--- config.mk ---
export PLATFORM = sky130hd
export DESIGN_NAME = popcnt_frame_accum
export DESIGN_NICKNAME = d
export VERILOG_FILES = /design/src/rtl/popacc_pkg.sv /design/src/rtl/popcnt7_tree.sv /design/src/rtl/popcnt_frame_accum.sv
export SDC_FILE = /design/constraint.sdc
export NUM_CORES = 1
export LEC_CHECK = 0
export CORE_UTILIZATION = 45
export CTS_CLUSTER_SIZE = 16
export DETAILED_ROUTE_END_ITERATION = 8
export PLACE_DENSITY = 0.76
export SETUP_SLACK_MARGIN = 0.5
export SLEW_MARGIN = 20
export SYNTH_ARGS = -nofsm -noshare
export SYNTH_HDL_FRONTEND = slang
export SYNTH_HIERARCHICAL = 1
export SYNTH_SLANG_ARGS = --single-unit
--- constraint.sdc ---
create_clock -name clk -period 1.5 [get_ports clk]
set_clock_uncertainty 0.05 [all_clocks]
set_input_delay 0.225 -clock clk [delete_from_list [all_inputs] [get_ports clk]]
set_output_delay 0.225 -clock clk [all_outputs]
set_load 0.01 [all_outputs]
--- src/rtl/popacc_pkg.sv ---
// Shared types and constants for the frame popcount accumulator.
package popacc_pkg;

    typedef enum logic [1:0] {
        ACCUM = 2'd0,
        DRAIN = 2'd1,
        DONE  = 2'd2
    } state_t;

    localparam int CNT_W = 3;

    // Narrowest accumulator that can hold a full frame of all-ones words.
    function automatic int min_sum_w(input int words);
        return $clog2(7 * words + 1);
    endfunction

endpackage

--- src/rtl/popcnt7_tree.sv ---
// Combinational 7:3 counter: four full adders, three for the weight-1
// column and one compressing the three weight-2 carries.
module popcnt7_tree
    import popacc_pkg::*;
(
    input  logic [6:0]       i_bits,
    output logic [CNT_W-1:0] o_count
);

    function automatic logic [1:0] full_add(input logic a, input logic b, input logic c);
        return {(a & b) | (a & c) | (b & c), a ^ b ^ c};
    endfunction

    logic [1:0] w_fa0;
    logic [1:0] w_fa1;
    logic [1:0] w_fa2;
    logic [1:0] w_fa3;

    assign w_fa0   = full_add(i_bits[0], i_bits[1], i_bits[2]);
    assign w_fa1   = full_add(i_bits[3], i_bits[4], i_bits[5]);
    assign w_fa2   = full_add(w_fa0[0], w_fa1[0], i_bits[6]);
    assign w_fa3   = full_add(w_fa0[1], w_fa1[1], w_fa2[1]);
    assign o_count = {w_fa3[1], w_fa3[0], w_fa2[0]};

endmodule

--- src/rtl/popcnt_frame_accum.sv ---
// Frame-level popcount accumulator. Define POPACC_THRESH_EN to add the
// thresh input and the registered out_over comparison flag.
module popcnt_frame_accum
    import popacc_pkg::*;
#(
    parameter int WORDS_PER_FRAME = 16,
    parameter int SUM_W           = 8
) (
    input  logic             clk,
    input  logic             rst,
    input  logic             in_valid,
    output logic             in_ready,
    input  logic [6:0]       in_data,
    output logic             out_valid,
    input  logic             out_ready,
`ifdef POPACC_THRESH_EN
    input  logic [SUM_W-1:0] thresh,
    output logic             out_over,
`endif
    output logic [SUM_W-1:0] out_sum
);

    localparam int WCNT_W = $clog2(WORDS_PER_FRAME);
    localparam logic [WCNT_W-1:0] LAST_WCNT = WCNT_W'(WORDS_PER_FRAME - 1);

    generate
        if (WORDS_PER_FRAME < 2) begin : g_bad_words
            $error("popcnt_frame_accum: WORDS_PER_FRAME must be at least 2");
        end
        if (SUM_W < min_sum_w(WORDS_PER_FRAME)) begin : g_bad_sum_w
            $error("popcnt_frame_accum: SUM_W too narrow for WORDS_PER_FRAME");
        end
    endgenerate

    state_t             r_state;
    state_t             w_state_next;
    logic [WCNT_W-1:0]  r_wcnt;
    logic               r_s1_valid;
    logic [CNT_W-1:0]   r_s1_cnt;
    logic [CNT_W-1:0]   w_cnt;
    logic [SUM_W-1:0]   r_sum;
    logic [SUM_W-1:0]   w_sum_add;
    logic               w_in_fire;
    logic               w_out_fire;
    logic               w_last_word;

    popcnt7_tree u_tree (
        .i_bits  (in_data),
        .o_count (w_cnt)
    );

    // Handshake strobes are pure decodes of the state register.
    assign in_ready    = (r_state == ACCUM);
    assign out_valid   = (r_state == DONE);
    assign w_in_fire   = in_valid & in_ready;
    assign w_out_fire  = out_valid & out_ready;
    assign w_last_word = (r_wcnt == LAST_WCNT);
    assign w_sum_add   = r_s1_valid ? (r_sum + {{(SUM_W-CNT_W){1'b0}}, r_s1_cnt}) : r_sum;
    assign out_sum     = r_sum;

    // State register.
    always_ff @(posedge clk or posedge rst) begin
        if (rst) begin
            r_state <= ACCUM;
        end else begin
            r_state <= w_state_next;
        end
    end

    // Next-state logic.
    always_comb begin
        w_state_next = r_state;
        case (r_state)
            ACCUM: begin
                if (w_in_fire && w_last_word) begin
                    w_state_next = DRAIN;
                end else begin
                    w_state_next = ACCUM;
                end
            end
            DRAIN: begin
                w_state_next = DONE;
            end
            DONE: begin
                if (out_ready) begin
                    w_state_next = ACCUM;
                end else begin
                    w_state_next = DONE;
                end
            end
            default: begin
                w_state_next = ACCUM;
            end
        endcase
    end

    // Word counter within the current frame.
    always_ff @(posedge clk or posedge rst) begin
        if (rst) begin
            r_wcnt <= {WCNT_W{1'b0}};
        end else if (w_in_fire) begin
            r_wcnt <= w_last_word ? {WCNT_W{1'b0}} : (r_wcnt + WCNT_W'(1));
        end else begin
            r_wcnt <= r_wcnt;
        end
    end

    // Stage 1: registered per-word count.
    always_ff @(posedge clk or posedge rst) begin
        if (rst) begin
            r_s1_valid <= 1'b0;
            r_s1_cnt   <= {CNT_W{1'b0}};
        end else begin
            r_s1_valid <= w_in_fire;
            r_s1_cnt   <= w_in_fire ? w_cnt : r_s1_cnt;
        end
    end

    // Stage 2: frame accumulator, cleared when the total is taken.
    always_ff @(posedge clk or posedge rst) begin
        if (rst) begin
            r_sum <= {SUM_W{1'b0}};
        end else if (w_out_fire) begin
            r_sum <= {SUM_W{1'b0}};
        end else begin
            r_sum <= w_sum_add;
        end
    end

`ifdef POPACC_THRESH_EN
    logic r_over;

    // The DRAIN edge is where the final add lands, so compare the incoming sum.
    always_ff @(posedge clk or posedge rst) begin
        if (rst) begin
            r_over <= 1'b0;
        end else if (w_out_fire) begin
            r_over <= 1'b0;
        end else if (r_state == DRAIN) begin
            r_over <= (w_sum_add > thresh);
        end else begin
            r_over <= r_over;
        end
    end

    assign out_over = r_over;
`endif

endmodule

# After elaboration in Yosys (flattened, before gate mapping)
# Cells that the tools add are included.
[word_totals]
reg_bits = 18
in_bits = 11
wordCells = 49
[op_classes]
n_reduce_logical = 3
eq_ne = 3
bitwise_logic = 30
n_addsub = 2
mux = 6
[ops]
columns = ["op", "n"]
rows = [
  ["$mux 8", 2],
  ["$and 1x1->1", 14],
  ["$add 8x3->8", 1],
  ["$or 1x1->1", 8],
  ["$xor 1x1->1", 8],
  ["$pmux 2 s3", 1],
  ["$add 4x1->4 const B", 1],
  ["$eq 4x4->1 const B", 1],
  ["$mux 4", 1],
  ["$eq 2x1->1 const B", 1],
  ["$eq 2x2->1 const B", 1],
  ["$logic_not 2->1", 1],
  ["$mux 2", 1],
  ["$reduce_bool 2->1", 1],
  ["$logic_and 1x1->1", 1],
  ["$mux 1", 1],
]

# Depth between registers and ports, before layout
[depth]
depth_word = 8
mapped_depth = 7

# By module
# Netlist, hierarchy kept.
[by_module_without_submodules]
columns = ["module", "cells_each", "area_per_inst_um2", "instances"]
rows = [
  ["popcnt_frame_accum", 87, 900.9, 1],
  ["popcnt7_tree", 12, 110.1, 1],
]

# Worst setup path before layout
# No wires, ideal clock.
[synth_timing]
path_type = "input-to-reg"
startpoint = "input in_data[0]"
endpoint = "register r_s1_cnt[1]"
t_arrival_ns = 1.711
path_buffers = 0
t_required_ns = 1.323
stages = 7
setup_slack_ns = -0.388
path_cell_list = "inv_1 -> fa_1 -> fa_1 -> inv_1 -> fa_1 -> nand2_1 -> o21ai_0"
[synth_between]
elab_chain_cells = 6
word_cells_on_any_way = 12
[synth_rtl]
columns = ["element", "line", "source"]
rows = [
  ["start, declared", "popcnt_frame_accum.sv:13", "input logic [6:0] in_data,"],
  ["$xor 1x1->1 (2 in a row)", "popcnt7_tree.sv:11", "return {(a & b) | (a & c) | (b & c), a ^ b ^ c};"],
  ["$and 1x1->1", "popcnt7_tree.sv:11", ""],
  ["$or 1x1->1 (2 in a row)", "popcnt7_tree.sv:11", ""],
  ["$xor 1x1->1 (*)", "popcnt7_tree.sv:11", ""],
  ["via w_cnt[1]", "popcnt_frame_accum.sv:40", "logic [CNT_W-1:0] w_cnt;"],
  ["end signal, assigned", "popcnt_frame_accum.sv:112", "r_s1_cnt <= {CNT_W{1'b0}};"],
  ["end signal, assigned", "popcnt_frame_accum.sv:115", "r_s1_cnt <= w_in_fire ? w_cnt : r_s1_cnt;"],
  ["end, declared", "popcnt_frame_accum.sv:39", "logic [CNT_W-1:0] r_s1_cnt;"],
]
# The timed path passes the listed nets; every way through them passes the cells marked *.
# A chain may end at the register's enable or synchronous reset.

# Worst setup path in the final report
[layout_timing]
startpoint = "input in_data[4]"
endpoint = "register r_s1_cnt[1]"
# Same word-level chain as after synthesis.

==> results.yml <==
run_status:
  status: "complete, but fails checks"
  violations: "setup timing"
worst_setup_path:
  worstPathRequired_ns: 1.64
  critPathCaptureType: "register"
  worstPathMaxFanout: 1
  worstPathArrival_ns: 1.81
  start_kind: "input pin"
  critPathMaxStageDelay_ns: 0.51
  critical_path_class: "in2reg"
  critPathTopFamily: "adder cells"
  crit_buf_inv: 3
  path_cells: "buf_2 > fa_1 > inv_2 > fa_2 > inv_2 > fa_1 > nand2_1 > o21ai_1"
  cpMaxStageDelayCell: "fa_1"
global_route:
  grt_antenna_before_repair: 0
  grt_pass1_vias: 908
  grt_max_degree: 19
  grt_pass1_wl_um: 3730
  grt_usage_pct: 20.7
  grt_overflow: 0
timing:
  setup_viol: 5
  slew_headroom_pct: 75.0
  maxSlewViolCount: 0
  hold_viol_final: 0
  worst_pin_slew_ns: 0.375
  rsz0062_at_grt: "true"
  post-route-period-util_pct: 111
  timing.final.ws_setup_ns: -0.163
  post-route-min-period_ns: 1.66
  fmax_ghz: 0.601
clock_tree:
  cts-root-buf: "clkbuf_4"
  cts_buffer_depth: 2
  clock-sinks: 18
  cts_made_buffers: 3
  clk_latency_ns: 0.30
  path_clk_slew_ns: 0.11
  cts_tree: "done"
  holdBufCountCts: 0
  htreeDepth: 1
die:
  rows: 16
  ioPinCount: 21
  die-height_um: 49.4
  initial_core_util_pct: 49.5
  coreArea_mm2: 0.00204
  dieArea_mm2: 0.00244
  die_w_um: 49.4
pwr:
  p_leak_nw: 0.738
  power.switching_mw: 1.14
  p_comb_share_pct: 59.2
  p_per_area_mw_per_mm2: 1880
  p_sw_share_pct: 38.6
  ir_drop_mv: 1.00
  p_clk_share_pct: 10.6
  p_int_mw: 1.81
  p_seq_share_pct: 30.2
synthesis:
  ys_top_cells_by_area: "dfrtp_1 45%, fa_1 9.9%, nand2_1 5.2%"
  synth.avg_cell_area_um2: 10.2
  ys_seq_area_share_pct: 44.6
  yosys.area.top_type: "dfrtp_1"
  synth_fp_nets: 119
  synthFlopType: "dfrtp_1"
  synthesis.area_mm2: 0.00101
  synth_top_area_share_pct: 44.6
  async_flop_share_pct: 100
  synthDistinctLibCells: 27
  ys_ff_latch: 18
  ys_top_cells_by_count: "18 x dfrtp_1, 14 x nand2_1, 13 x inv_1"
  syn_inst: 99
  yosysMostFrequentCell: "dfrtp_1"
  yosys_warnings: 6
  synth_edf_count: 0
drt:
  vias: 833
  wl_per_cell_um: 14.4
  drt-pass1-iter-count: 4
  post_drt_via_cell_ratio: 4.96
  ant_nets: 0
  routed_wl_um: 2430
  remaining_drc_errors: 0
  drt_iter0_markers: 15
layout:
  fin_util_pct: 76.5
  final_cell_area_mm2: 0.00156
  nets: 162
  num_antenna_cells: 0
  area_growth_pct: 54.6
  drive_gt1_share_pct: 55.3
  final_cell_count_no_fill: 168
placement:
  dpl_cell_area_mm2: 0.00134
  dp_cells: 149
  gp_congestion: 0.822
  hpwl_um: 1450
  port_buffers: 20
worst_hold_path:
  min-delay-path-class: "in2async"
run:
  cap_violations: 0
cell families (layout without fill, tap and decap cells):
kind of cell,Yosys count,count (layout),synth area share (%)
and+or+nand+nor,34,34,16.5
DFF,18,18,44.6
buffers and inverters,16,58,6.81
AOI/OAI and AO/OA,12,12,8.17
adders and majority gates,9,9,14.9
xor gates and xnor gates,7,7,6.06
muxes,3,3,3.09
tightest hold or removal path: cells and delay by family:
kind | cells | cell delay, ns
buf+inv | 3 | 0.69
power groups by stage:
stage	clock, mW	sequential, mW	combinational (mW)
after global routing	0.339	0.906	1.90
after floorplan	0	0.929	0.747
final	0.311	0.888	1.74
after CTS	0.316	0.860	1.52
after global placement	0	0.908	1.18
after detailed placement	0	0.916	1.23
per-layer routing:
metal / global-route usage, % / routed length (µm)
met5: 0 / 0
met4: 5.71 / 93
met3: 4.05 / 63
met2: 39.7 / 1400
met1: 22.6 / 874
flip-flops by register name, summed over array words and instances (netlist names):
signal      flops
out_sum         8
r_wcnt          4
r_s1_cnt        3
r_s1_valid      1
r_state         2
placed cells by master (no fill, tap or decap), types with 3 or more instances in the layout:
cell type        instances
o21ai_1                  3
dfrtp_1                 15
dfrtp_2                  3
nand2_4                  3
fa_1                     3
clkdlybuf4s50_1          4
buf_4                   10
buf_2                    8
nor2_1                   7
inv_2                    6
nand2_1                 10
clkbuf_4                 3
xnor2_1                  4
inv_1                    8
buf_6                   16
final timing paths:
path                       cells past startpoint                      end                   start  slack [ns]
setup / recovery                               8  r_s1_cnt[1]$_DFFE_PP0N_              in_data[4]       -0.16
min in group clk                               5  r_s1_cnt[1]$_DFFE_PP0N_              in_data[5]        0.44
setup reg to reg                               7   out_sum[4]$_DFFE_PP0P_  out_sum[0]$_DFFE_PP0P_       -0.12
hold / removal                                 3   out_sum[6]$_DFFE_PP0P_                     rst        0.18
hold reg to reg                                1    r_wcnt[3]$_DFFE_PP0N_   r_wcnt[3]$_DFFE_PP0N_        0.52
max in group asynchronous                      3   out_sum[2]$_DFFE_PP0P_                     rst        1.01
layout make-up:
class	count	area (µm²)
clock buffers	4	36.3
fillers	140	479
inverters	14	57.6
multi-input cells	65	637
flip-flops and latches	18	454
well taps	27	33.8
repair buffers	39	340
repair inverters	1	3.75
per-stage QoR:
step / setup TNS [ns] / power, mW / worst slack (ns) / hold slack, ns
floorplan: -0.731 / 1.68 / -0.353 / 0.113
global placement: -2.17 / 2.09 / -0.840 / 0.408
detailed placement: -2.40 / 2.15 / -0.891 / 0.443
CTS: -0.496 / 2.69 / -0.169 / 0.182
global route: -0.908 / 3.15 / -0.240 / 0.193
finish: -0.475 / 2.94 / -0.163 / 0.179
repair_timing:
item,CTS,global route
pin swaps,12,14
setup buffers,10,4
gates resized for setup,85,17
endpoints found under the setup margin,26,27
gates cloned,1,0
Note: power is estimated with default switching activity, not from simulation.
